==> src/rtl/lhs_pkg.sv <==
// Shared types for the ALU LHS shift sequencer: operation codes and sequencer states.
package lhs_pkg;

    typedef enum logic [1:0] {
        PASS = 2'b00,
        SHL  = 2'b01,
        SHR  = 2'b10,
        ZERO = 2'b11
    } lhs_op_t;

    typedef enum logic [1:0] {
        IDLE,
        SHIFT,
        DONE
    } seq_state_t;

    function automatic logic is_shift_op(input lhs_op_t op);
        return (op == SHL) || (op == SHR);
    endfunction

endpackage

==> src/rtl/lhs_shift_seq_if.sv <==
// Command/result bundle between the microcode controller (master) and the
// LHS shift sequencer (slave).
interface lhs_shift_seq_if #(
    parameter int unsigned WIDTH   = 8,
    parameter int unsigned COUNT_W = 4
);

    logic               start;
    logic [1:0]         operation;
    logic [COUNT_W-1:0] count;
    logic [WIDTH-1:0]   in;
    logic               carry_in;
    logic [WIDTH-1:0]   out;
    logic               carry_out;
    logic               busy;
    logic               done;

    modport master (
        output start, operation, count, in, carry_in,
        input  out, carry_out, busy, done
    );

    modport slave (
        input  start, operation, count, in, carry_in,
        output out, carry_out, busy, done
    );

endinterface

==> src/rtl/lhs_step.sv <==
// Combinational single-bit LHS step: pass, rotate-through-carry left/right, or clear.
module lhs_step
    import lhs_pkg::*;
#(
    parameter int unsigned WIDTH = 8
) (
    input  lhs_op_t          op,
    input  logic [WIDTH-1:0] d,
    input  logic             c,
    output logic [WIDTH-1:0] q,
    output logic             cq
);

    always_comb begin
        q  = d;
        cq = c;
        unique case (op)
            PASS: begin
                q  = d;
                cq = c;
            end
            SHL: begin
                q  = {d[WIDTH-2:0], c};
                cq = d[WIDTH-1];
            end
            SHR: begin
                q  = {c, d[WIDTH-1:1]};
                cq = d[0];
            end
            ZERO: begin
                q  = '0;
                cq = 1'b0;
            end
        endcase
    end

endmodule

==> src/rtl/lhs_shift_seq.sv <==
// Multi-bit shift sequencer: one command per start, one LHS step per clock,
// busy while stepping and a one-cycle done pulse when out/carry_out are final.
module lhs_shift_seq
    import lhs_pkg::*;
#(
    parameter int unsigned WIDTH   = 8,
    parameter int unsigned COUNT_W = 4
) (
    input logic            clk,
    input logic            reset,
    lhs_shift_seq_if.slave bus
);

    seq_state_t         state_q;
    seq_state_t         state_d;
    lhs_op_t            cmd_op;
    lhs_op_t            op_q;
    lhs_op_t            step_op;
    logic [WIDTH-1:0]   out_q;
    logic               carry_q;
    logic [COUNT_W-1:0] remaining_q;
    logic [WIDTH-1:0]   step_d;
    logic               step_c;
    logic [WIDTH-1:0]   step_q;
    logic               step_cq;
    logic               accept;
    logic               needs_shift;

    assign cmd_op      = lhs_op_t'(bus.operation);
    assign accept      = (state_q == IDLE) && bus.start;
    assign needs_shift = is_shift_op(cmd_op) && (bus.count != '0);

    // The accepting edge reuses the step unit as PASS/ZERO on the raw operand,
    // so a shift command first loads in/carry_in and steps from the next edge.
    always_comb begin
        step_op = op_q;
        step_d  = out_q;
        step_c  = carry_q;
        if (state_q == IDLE) begin
            step_op = (cmd_op == ZERO) ? ZERO : PASS;
            step_d  = bus.in;
            step_c  = bus.carry_in;
        end
    end

    lhs_step #(
        .WIDTH(WIDTH)
    ) u_step (
        .op(step_op),
        .d (step_d),
        .c (step_c),
        .q (step_q),
        .cq(step_cq)
    );

    always_ff @(posedge clk or negedge reset) begin
        if (!reset) begin
            state_q <= IDLE;
        end else begin
            state_q <= state_d;
        end
    end

    always_comb begin
        state_d = state_q;
        unique case (state_q)
            IDLE: begin
                if (bus.start) begin
                    state_d = needs_shift ? SHIFT : DONE;
                end
            end
            SHIFT: begin
                if (remaining_q == COUNT_W'(1)) begin
                    state_d = DONE;
                end
            end
            DONE: begin
                state_d = IDLE;
            end
            default: begin
                state_d = IDLE;
            end
        endcase
    end

    always_ff @(posedge clk or negedge reset) begin
        if (!reset) begin
            out_q       <= '0;
            carry_q     <= 1'b0;
            remaining_q <= '0;
            op_q        <= PASS;
        end else if (accept) begin
            out_q       <= step_q;
            carry_q     <= step_cq;
            remaining_q <= bus.count;
            op_q        <= cmd_op;
        end else if (state_q == SHIFT) begin
            out_q       <= step_q;
            carry_q     <= step_cq;
            remaining_q <= remaining_q - COUNT_W'(1);
        end
    end

    always_comb begin
        bus.busy      = (state_q == SHIFT);
        bus.done      = (state_q == DONE);
        bus.out       = out_q;
        bus.carry_out = carry_q;
    end

endmodule

==> src/flat_wrapper.sv <==
// flat-port wrapper written by rule: the top's interface ports become plain ports
module lhs_shift_seq_flat import lhs_pkg::*;
#(
    parameter int unsigned WIDTH   = 8,
    parameter int unsigned COUNT_W = 4
)
  (clk, reset, bus_start, bus_operation, bus_count, bus_in, bus_carry_in, bus_out, bus_carry_out, bus_busy, bus_done);
  lhs_shift_seq_if #(.WIDTH(WIDTH), .COUNT_W(COUNT_W)) bus_i ();
  input logic clk;
  input logic reset;
  input wire logic [$bits(bus_i.start)-1:0] bus_start;
  input wire logic [$bits(bus_i.operation)-1:0] bus_operation;
  input wire logic [$bits(bus_i.count)-1:0] bus_count;
  input wire logic [$bits(bus_i.in)-1:0] bus_in;
  input wire logic [$bits(bus_i.carry_in)-1:0] bus_carry_in;
  output wire logic [$bits(bus_i.out)-1:0] bus_out;
  output wire logic [$bits(bus_i.carry_out)-1:0] bus_carry_out;
  output wire logic [$bits(bus_i.busy)-1:0] bus_busy;
  output wire logic [$bits(bus_i.done)-1:0] bus_done;
  assign bus_i.start = bus_start;
  assign bus_i.operation = bus_operation;
  assign bus_i.count = bus_count;
  assign bus_i.in = bus_in;
  assign bus_i.carry_in = bus_carry_in;
  assign bus_out = bus_i.out;
  assign bus_carry_out = bus_i.carry_out;
  assign bus_busy = bus_i.busy;
  assign bus_done = bus_i.done;
  lhs_shift_seq #(.WIDTH(WIDTH), .COUNT_W(COUNT_W)) u_core (.clk(clk), .reset(reset), .bus(bus_i));
endmodule
==> config.mk <==
export PLATFORM = sky130hd
export DESIGN_NAME = lhs_shift_seq_flat
export DESIGN_NICKNAME = d
export VERILOG_FILES = /design/src/rtl/lhs_pkg.sv /design/src/rtl/lhs_shift_seq_if.sv /design/src/rtl/lhs_step.sv /design/src/rtl/lhs_shift_seq.sv /design/src/flat_wrapper.sv
export SDC_FILE = /design/constraint.sdc
export NUM_CORES = 1
export LEC_CHECK = 0
export BUFFER_PORTS_ARGS = -buffer_cell sky130_fd_sc_hd__buf_2
export CORE_MARGIN = 4
export CORE_UTILIZATION = 52
export DETAILED_ROUTE_END_ITERATION = 16
export PLACE_DENSITY = 0.86
export SETUP_SLACK_MARGIN = 0.02
export SYNTH_ARGS = -nofsm -noshare
export SYNTH_HDL_FRONTEND = slang
export SYNTH_SLANG_ARGS = --single-unit
==> constraint.sdc <==
create_clock -name clk -period 2.5 [get_ports clk]
set_clock_uncertainty 0.2 [all_clocks]
set_input_delay 0.375 -clock clk [delete_from_list [all_inputs] [get_ports clk]]
set_output_delay 0.375 -clock clk [all_outputs]
set_load 0.02 [all_outputs]
==> impl_metrics.env <==
export IMPL_status="complete, no violations"
export IMPL_multi_input_area_um2=662
export IMPL_async_flop_share_pct=100
export IMPL_p_switching_mw=0.858
export IMPL_area_growth_syn_to_layout_pct=18.7
export IMPL_wl_um=2710
export IMPL_path_class="reg2reg"
export IMPL_syn_inst=118
export IMPL_relSlewSlack_pct=58.5
export IMPL_synth_xor_area_share_pct=0
export IMPL_rsz0062_at_grt="false"
export IMPL_synthAdderAreaFrac_pct=4.43
export IMPL_cp_max_fo=14
export IMPL_grt_pass1_vias=949
export IMPL_yosysTopAreaCellShare_pct=37.7
export IMPL_cpPeakStageDelay_ns=0.46
export IMPL_ys_seq_area_share_pct=37.7
export IMPL_clockPowerShare_pct=8.8
export IMPL_path_buf_inv=1
export IMPL_start_util_pct=56.4
export IMPL_combPwrFrac_pct=60.9
export IMPL_postPlaceCellArea_mm2=0.00130
export IMPL_syn_area_mm2=0.00113
export IMPL_syn_num_nets=140
export IMPL_hp_class="in2reg"
export IMPL_grt_pass1_wl_um=4230
export IMPL_drive_above_1_share_pct=35.3
export IMPL_drcViolationCount=0
export IMPL_synth_area_mux_share_pct=13.3
export IMPL_p_int_mw=0.975
export IMPL_io_buffers=28
export IMPL_maxSlewViolCount=0
export IMPL_power_density_mw_per_mm2=1370
export IMPL_hpwl_um=1970
export IMPL_yosysTopAreaCell="dfrtp_1"
export IMPL_ios=29
export IMPL_clock_sinks=17
export IMPL_wl_per_cell_um=15.3
export IMPL_final_period_utilization_pct=79.7
export IMPL_tightest_slew_ns=0.619
export IMPL_ys_flop_type="dfrtp_1"
export IMPL_max_freq_ghz=0.502
export IMPL_cts_tree="built"
export IMPL_fill_cells=160
export IMPL_critPathLaunchType="flop"
export IMPL_path_clk_slew_ns=0.12
export IMPL_post_cts_resized=0
export IMPL_layout_nets=173
export IMPL_die_x_um=54.6
export IMPL_hold_viol=0
export IMPL_drt_pass1_iterations=4
export IMPL_htree_levels=1
export IMPL_arrival_ns=1.97
export IMPL_fin_area_mm2=0.00134
export IMPL_ys_types=31
export IMPL_p_leak_nw=0.607
export IMPL_switching_share_pct=46.8
export IMPL_cts_path_max_buffers=2
export IMPL_timing_final_crit_period_ns=1.99
export IMPL_gp_congestion=0.849
export IMPL_vias=1056
export IMPL_final_antenna_net_count=0
export IMPL_rows=16
export IMPL_viasPerCell=5.97
export IMPL_crit_path_end_kind="flop"
export IMPL_cts_root_buf="clkbuf_4"
export IMPL_synth_top_family_by_area="compound AO/OA/AOI/OAI gates"
export IMPL_grt_usage_pct=20.0
export IMPL_core_area_mm2=0.00200
export IMPL_yosysWarningCount=0
export IMPL_synth_compound_area_share_pct=23.7
export IMPL_cp_cell_sequence="nor2_2 > buf_4 > mux2_4 > a222oi_1 > a21oi_1"
export IMPL_setup_tns_final_ns=0
export IMPL_max_cap_violations=0
export IMPL_avgSynthCellArea_um2=9.56
export IMPL_cts_hold_buf=1
export IMPL_dieArea_mm2=0.00298
export IMPL_postCtsSetupBuffers=0
export IMPL_worst_path_max_delay_cell="dfrtp_1"
export IMPL_numCtsBuffers=3
export IMPL_p_seq_share_pct=30.3
export IMPL_synth_edf_count=0
export IMPL_cp_required_ns=2.48
export IMPL_setup_viol=0
export IMPL_hold_slack_ns=0.135
export IMPL_fp_dieH_um=54.6
export IMPL_grt_max_degree=18
export IMPL_ys_ff_latch=17
export IMPL_clkLatencyLatePin_ns=0.31
export IMPL_antenna_found_initial=0
export IMPL_insertedDiodeCount=0
export IMPL_regArea_um2=425
export IMPL_synthTopCellsByArea="dfrtp_1 (38%), mux2_2 (8.0%), a222oi_1 (7.1%), a21oi_1 (6.7%), nor2_1 (6.7%)"
export IMPL_synthSimpleGateAreaFrac_pct=17.2
export IMPL_ir_drop_uv=754
export IMPL_cp_top_family="compound AO/OA/AOI/OAI gates"
export IMPL_gr_total_overflow=0
export IMPL_drt_iter0_markers=44
layer usage:
layer  GRT usage (%)  share of wire, %  wire, um
met2            32.3                50      1350
met3            2.72               5.1       139
met4            11.2               2.2        59
met5               0                 0         0
met1            25.3                43      1160
layout make-up:
type / count / share of cell area, %
multi-input combinational: 93 / 49.4
sequential: 17 / 31.7
timing repair buffer: 33 / 13.4
tap: 27 / 2.52
clock buffer: 3 / 1.68
inverter: 3 / 0.840
clock inverter: 1 / 0.373
stage by stage:
| stage | cells | total power [mW] | util [%] | setup WS, ns |
|---|---|---|---|---|
| CTS | 177 | 1.83 | 66.9 | 0.505 |
| finish | 177 | 1.83 | 66.9 | 0.507 |
| global route | 177 | 1.98 | 66.9 | 0.379 |
| detailed placement | 172 | 1.66 | 65.1 | 0.310 |
| global placement | 172 | 1.62 | 65.1 | 0.411 |
| floorplan | 118 | 1.38 | - | 0.592 |
power by group through the flow:
stage          logic (mW)  clock network (mW)  registers [mW]
2_1_floorplan       0.760                   0           0.624
3_3_place_gp         1.07                   0           0.547
3_5_place_dp         1.11                   0           0.558
4_1_cts              1.12               0.158           0.553
5_1_grt              1.23               0.171           0.577
6_report             1.12               0.161           0.555
sequential cells by signal (all words and copies together) (netlist names):
name                  count
u_core.bus.out            8
u_core.bus.carry_out      1
u_core.state_q            2
u_core.op_q               2
u_core.remaining_q        4
layout by cell type, fill, tap and decap left out, drive strengths merged, types with 2 or more instances in the layout:
cell type	instances
nor2b	3
a21oi	15
or4b	2
nor2	21
nand2	2
a31oi	2
clkbuf	3
nand3	3
dfrtp	17
ha	4
buf	32
inv	3
mux2	12
nand2b	4
o21ai	6
a222oi	8
final timing paths:
| check | end | startpoint | cells past startpoint | slack (ns) |
|---|---|---|---|---|
| max in group asynchronous | u_core.bus.out[4] | reset | 2 | 1.49 |
| min | u_core.op_q[0] | bus_operation[0] | 2 | 0.14 |
| min in group asynchronous | u_core.remaining_q[0] | reset | 2 | 0.31 |
| max reg2reg | u_core.bus.out[3] | u_core.state_q[0] | 5 | 0.51 |
| max | u_core.bus.out[3] | u_core.state_q[0] | 5 | 0.51 |
| min reg2reg | u_core.bus.out[4] | u_core.bus.out[4] | 2 | 0.36 |
synth_stat cells (3+ instances only):
master and n:
mux2_2 8, nor2b_1 3, buf_2 3, a222oi_1 8, dfrtp_1 17, mux2_4 4, nor2_1 20, nand2b_1 4
inv_1 3, nand3_1 3, a21oi_1 15, o21ai_0 4, ha_1 4
cell families after synthesis:
| family | after synthesis |
|---|---|
| multiplexers | 12 |
| buffers and inverters | 8 |
| AO/OA/AOI/OAI | 38 |
| AND/OR/NAND/NOR | 39 |
| flip-flops | 17 |
| adder cells (fa/ha/maj) | 4 |
No activity file was read; power rests on OpenSTA's default activity.
